**config.mk**
```make
export PLATFORM = sky130hd
export DESIGN_NAME = piso_serializer_flat
export DESIGN_NICKNAME = d
export VERILOG_FILES = /design/src/rtl/piso_serializer_if.sv /design/src/rtl/piso_serializer.sv /design/src/flat_wrapper.sv
export SDC_FILE = /design/constraint.sdc
export NUM_CORES = 1
export LEC_CHECK = 0
export BUFFER_PORTS_ARGS = -buffer_cell sky130_fd_sc_hd__buf_2
export CAP_MARGIN = 10
export CORE_UTILIZATION = 40
export CTS_CLUSTER_SIZE = 14
export DETAILED_ROUTE_END_ITERATION = 12
export PLACE_DENSITY_LB_ADDON = 0.12
export SLEW_MARGIN = 40
export SYNTH_ARGS = -nofsm -noshare
export SYNTH_HDL_FRONTEND = slang
export SYNTH_SLANG_ARGS = --single-unit
export TNS_END_PERCENT = 50
```
**constraint.sdc**
```tcl
create_clock -name clk -period 1.55 [get_ports clk]
set_clock_uncertainty 0.2 [all_clocks]
set_input_delay 0.0775 -clock clk [delete_from_list [all_inputs] [get_ports clk]]
set_output_delay 0.0775 -clock clk [all_outputs]
set_load 0.01 [all_outputs]
```
**src/rtl/piso_serializer_if.sv**
```systemverilog
// Word-in / bit-out stream bundle for piso_serializer.
// master: producer/consumer side; slave: the serializer.
interface piso_serializer_if #(
    parameter int unsigned WIDTH = 8
);
    logic [WIDTH-1:0] din;
    logic             din_valid;
    logic             din_ready;
    logic             dout;
    logic             dout_valid;
    logic             dout_sof;
    logic             dout_eof;
    logic             busy;

    modport master (
        output din, din_valid,
        input  din_ready, dout, dout_valid, dout_sof, dout_eof, busy
    );

    modport slave (
        input  din, din_valid,
        output din_ready, dout, dout_valid, dout_sof, dout_eof, busy
    );
endinterface

```
**src/rtl/piso_serializer.sv**
```systemverilog
// Parallel-in / serial-out converter with valid/ready word input and
// framed serial output (sof/eof). Back-to-back words stream without a gap.
// Optional macro PISO_PARITY_EN appends an even-parity bit to every frame.
module piso_serializer #(
    parameter int unsigned WIDTH     = 8,
    parameter bit          MSB_FIRST = 1'b1
) (
    input logic              clk,
    input logic              rst,
    piso_serializer_if.slave bus
);
    localparam int unsigned CNT_W = (WIDTH > 1) ? $clog2(WIDTH) : 1;

    typedef enum logic [1:0] {
        IDLE   = 2'd0,
        SHIFT  = 2'd1,
        PARITY = 2'd2
    } state_t;

    state_t           state;
    state_t           state_nx;
    logic [WIDTH-1:0] sreg;
    logic [CNT_W-1:0] cnt;
    logic             last_bit;
    logic             load_slot;
    logic             accept;
    logic             din_ready_c;
    logic             dout_c;
    logic             dout_valid_c;
    logic             dout_sof_c;
    logic             dout_eof_c;
    logic             busy_c;

`ifdef PISO_PARITY_EN
    logic par;
`endif

    assign last_bit = (state == SHIFT) && (cnt == CNT_W'(WIDTH - 1));

    // A new word may be loaded in the final cycle of the current frame.
`ifdef PISO_PARITY_EN
    assign load_slot = (state == PARITY);
`else
    assign load_slot = last_bit;
`endif

    assign accept = bus.din_valid & din_ready_c;

    // State register.
    always_ff @(posedge clk) begin
        if (rst) begin
            state <= IDLE;
        end else begin
            state <= state_nx;
        end
    end

    // Next-state decode.
    always_comb begin
        state_nx = state;
        case (state)
            IDLE: begin
                if (accept) begin
                    state_nx = SHIFT;
                end
            end
            SHIFT: begin
                if (last_bit) begin
`ifdef PISO_PARITY_EN
                    state_nx = PARITY;
`else
                    state_nx = accept ? SHIFT : IDLE;
`endif
                end
            end
            PARITY: begin
`ifdef PISO_PARITY_EN
                state_nx = accept ? SHIFT : IDLE;
`else
                state_nx = IDLE;
`endif
            end
            default: state_nx = IDLE;
        endcase
    end

    // Shift register and bit counter; the counter holds at WIDTH-1.
    always_ff @(posedge clk) begin
        if (rst) begin
            sreg <= '0;
            cnt  <= '0;
        end else if (accept) begin
            sreg <= bus.din;
            cnt  <= '0;
        end else if (state == SHIFT) begin
            sreg <= MSB_FIRST ? {sreg[WIDTH-2:0], 1'b0} : {1'b0, sreg[WIDTH-1:1]};
            if (!last_bit) begin
                cnt <= cnt + CNT_W'(1);
            end
        end
    end

`ifdef PISO_PARITY_EN
    // Even parity of the word, captured on accept.
    always_ff @(posedge clk) begin
        if (rst) begin
            par <= 1'b0;
        end else if (accept) begin
            par <= ^bus.din;
        end
    end
`endif

    // Output decode from registered state only; din_ready is held low in reset.
    always_comb begin
        din_ready_c  = 1'b0;
        dout_c       = 1'b0;
        dout_valid_c = 1'b0;
        dout_sof_c   = 1'b0;
        dout_eof_c   = 1'b0;
        busy_c       = 1'b0;
        din_ready_c  = !rst && ((state == IDLE) || load_slot);
        if (state == SHIFT) begin
            dout_c       = MSB_FIRST ? sreg[WIDTH-1] : sreg[0];
            dout_valid_c = 1'b1;
            dout_sof_c   = (cnt == '0);
            busy_c       = 1'b1;
`ifndef PISO_PARITY_EN
            dout_eof_c   = last_bit;
`endif
        end
`ifdef PISO_PARITY_EN
        if (state == PARITY) begin
            dout_c       = par;
            dout_valid_c = 1'b1;
            dout_eof_c   = 1'b1;
            busy_c       = 1'b1;
        end
`endif
    end

    assign bus.din_ready  = din_ready_c;
    assign bus.dout       = dout_c;
    assign bus.dout_valid = dout_valid_c;
    assign bus.dout_sof   = dout_sof_c;
    assign bus.dout_eof   = dout_eof_c;
    assign bus.busy       = busy_c;
endmodule

```
**src/flat_wrapper.sv**
```systemverilog
// flat-port wrapper written by rule: the top's interface ports become plain ports
module piso_serializer_flat 
#(
    parameter int unsigned WIDTH     = 8,
    parameter bit          MSB_FIRST = 1'b1
)
  (clk, rst, bus_din, bus_din_valid, bus_din_ready, bus_dout, bus_dout_valid, bus_dout_sof, bus_dout_eof, bus_busy);
  piso_serializer_if #(.WIDTH(WIDTH)) bus_i ();
  input logic clk;
  input logic rst;
  input wire logic [$bits(bus_i.din)-1:0] bus_din;
  input wire logic [$bits(bus_i.din_valid)-1:0] bus_din_valid;
  output wire logic [$bits(bus_i.din_ready)-1:0] bus_din_ready;
  output wire logic [$bits(bus_i.dout)-1:0] bus_dout;
  output wire logic [$bits(bus_i.dout_valid)-1:0] bus_dout_valid;
  output wire logic [$bits(bus_i.dout_sof)-1:0] bus_dout_sof;
  output wire logic [$bits(bus_i.dout_eof)-1:0] bus_dout_eof;
  output wire logic [$bits(bus_i.busy)-1:0] bus_busy;
  assign bus_i.din = bus_din;
  assign bus_i.din_valid = bus_din_valid;
  assign bus_din_ready = bus_i.din_ready;
  assign bus_dout = bus_i.dout;
  assign bus_dout_valid = bus_i.dout_valid;
  assign bus_dout_sof = bus_i.dout_sof;
  assign bus_dout_eof = bus_i.dout_eof;
  assign bus_busy = bus_i.busy;
  piso_serializer #(.WIDTH(WIDTH), .MSB_FIRST(MSB_FIRST)) u_core (.clk(clk), .rst(rst), .bus(bus_i));
endmodule
```
==> flow_summary.yaml <==
run_status:
  outcome: "finished, violations left"
  violations: "setup timing"
placement:
  dp.cells: 97
  port_buffers: 16
  hpwl_um: 858
  place_congestion: 0.754
clocking:
  cts_tree: "yes"
  path_clk_slew_ps: 80
  cts.sinks: 12
  h-tree-depth: 1
  root_buffer: "clkbuf_4"
  clock_latency_ps: 280
  clockBufferDepth: 2
  cts_inserted_buffers: 3
final_layout:
  final_util_pct: 71.1
  area_growth_pct: 57.2
  layout-drive-gt1-share_pct: 47.5
  nets: 115
  final_cells: 114
  antenna_cells: 0
synth:
  synthTopCellsByCount: "dfxtp_1, mux2i_1, nor2b_1"
  synth_nets: 80
  synthCells: 66
  synth_area_leader_cell: "dfxtp_1"
  ys_seq_elements: 12
  synth-async-reset-ratio_pct: 0
  seq_area_frac_synth_pct: 38.4
  synthTopCellsByArea: "dfxtp_1, mux2i_1, a221oi_1"
  ys.warnings.count: 0
  synth_top_area_share_pct: 38.4
  synth.most_common_cell: "dfxtp_1"
  synth-edff-count: 0
  yosys.cell_types.count: 20
  avgSynthCellArea_um2: 9.48
  syn_area_um2: 626
  ys.flop_type: "dfxtp_1"
drt:
  drt_first_pass_iters: 4
  drtIter0Drc: 10
  met1_length_um: 711
  wl_met2_um: 602
  ant_nets: 0
  viasPerCell: 5.11
  vias: 582
  wl_met3_um: 71
  wirelength_um: 1420
  highest_layer: "met4"
  drc: 0
  avgRoutedWirePerCell_um: 12.4
grt:
  grtUsageTotal_pct: 18.4
  antenna_found_initial: 0
  grt_max_degree: 15
  grt_overflow: 0
  grt_pass1_vias: 502
  grt_pass1_wl_um: 2370
sta:
  tightestPinTransition_ps: 591
  layout_worst_path_cycle_share_pct: 104
  rsz0062_at_grt: "true"
  timing_hold_violations_final: 0
  fmax_mhz: 622
  finalCriticalPeriod_ps: 1610
  fin_ws_ps: -56.7
  finalMaxSlewViolations: 0
  slew_headroom_pct: 60.5
  finalSetupViolCount: 2
min_path:
  hold_depth: 3
  min_to: "bus_din_ready"
  hp-class: "in2out"
  min_from: "rst"
critical_path:
  rrSetupSlack_ps: -10
  r2r_cells: 6
  worstSetupEndpointType: "output pin"
  worstPathRequired_ps: 1270
  path_max_fanout: 4
  r2r_end: "u_core.cnt[1]"
  crit_arrival_ps: 1330
  r2r-start: "u_core.cnt[1]"
  start_kind: "flop"
  crit_type: "reg2out"
floorplanning:
  initial_core_util_pct: 45.2
  die_w_um: 41.5
  row_count: 13
  die_y_um: 41.5
  coreArea_um2: 1380
  die_area_um2: 1730
  ioPinCount: 17
pwr:
  peakVddDrop_uv: 397
  p_leak_nw: 0.415
  pwr_density_cell_nw_per_um2: 734
run:
  max_cap_violations: 0
## per-stage QoR
| stage | setup WS [ps] | power, mW | area, um2 | hold WS, ps | TNS [ps] |
|---|---|---|---|---|---|
| CTS | -59.1 | 0.698 | 906 | 228 | -104 |
| global route | -115 | 0.761 | 983 | 242 | -356 |
| detailed placement | -199 | 0.466 | 727 | 207 | -1380 |
| floorplan | 49.5 | 0.430 | 626 | -43.8 | 0 |
| global placement | -140 | 0.465 | 727 | 205 | -842 |
| finish | -56.7 | 0.722 | 983 | 230 | -66.6 |
## cells in the final DEF, fill, tap and decap left out, types with 2 or more instances in the layout
master	count
and2_2	2
buf_6	3
inv_1	2
buf_4	7
dlygate4sd3_1	10
buf_2	15
clkbuf_4	3
a21oi_2	2
a221oi_1	2
dfxtp_2	3
ha_4	2
nor2_1	4
nor2b_1	7
nand2_1	4
a221oi_2	5
mux2i_1	8
dfxtp_1	9
## cell families (layout without fill, tap and decap cells)
family,Yosys count,in the layout,share of synthesized area (%)
compound gates,11,11,13.4
fa+ha+maj,3,3,6.00
buf+inv,7,40,6.80
flops,12,12,38.4
mux,8,8,12.8
simple gates,25,25,22.6
## layer usage
| metal | vias to the layer above | track usage (%) |
|---|---|---|
| li1 | 301 | - |
| met1 | 257 | 26.8 |
| met2 | 21 | 23.1 |
| met3 | 3 | 6.52 |
| met4 | 0 | 9.68 |
| met5 | - | 0 |
## power by group
| group | internal, mW | switching [mW] | leakage (nW) | total (mW) |
|---|---|---|---|---|
| Combinational | 0.0943 | 0.0781 | 0.301 | 0.172 |
| Clock | 0.0904 | 0.114 | 0.0138 | 0.205 |
| Sequential | 0.331 | 0.0134 | 0.100 | 0.344 |
## worst max-delay path: stages, from the launching register on
cell and delay, ps:
dfxtp_2 340, ha_4 160, ha_4 170, nor2b_4 120, buf_6 100, nor2_2 20, buf_2 130
## layout make-up
class,count,area [um2]
Clock buffer,3,22.5
Fill cell,101,399
Inverter,2,7.51
Multi-Input combinational cell,47,429
Sequential cell,12,244
Tap cell,15,18.8
Timing Repair Buffer,35,262
## flip-flops by register name, indices dropped and copies added (netlist names)
signal / cells
u_core.sreg: 8
u_core.cnt: 3
u_core.state: 1
## worst max-delay path by stage
stage          cells past startpoint             end     startpoint
2_1_floorplan                      5  u_core.sreg[1]  u_core.cnt[0]
3_3_place_gp                       5  u_core.sreg[1]  u_core.cnt[0]
3_5_place_dp                       5  u_core.sreg[5]  u_core.cnt[1]
4_1_cts                            6   bus_din_ready  u_core.cnt[1]
5_1_grt                            6   bus_din_ready  u_core.cnt[1]
6_report                           6   bus_din_ready  u_core.cnt[1]
## repair_timing
action                                  CTS  global route
gates cloned                              0             0
hold buffers                             10             0
endpoints found under the setup margin   13            13
endpoints found under the hold margin    12             0
resized for setup                        10            13
pin swaps                                 0             3
setup buffers                             2             2
(Power assumes the default switching activity.)
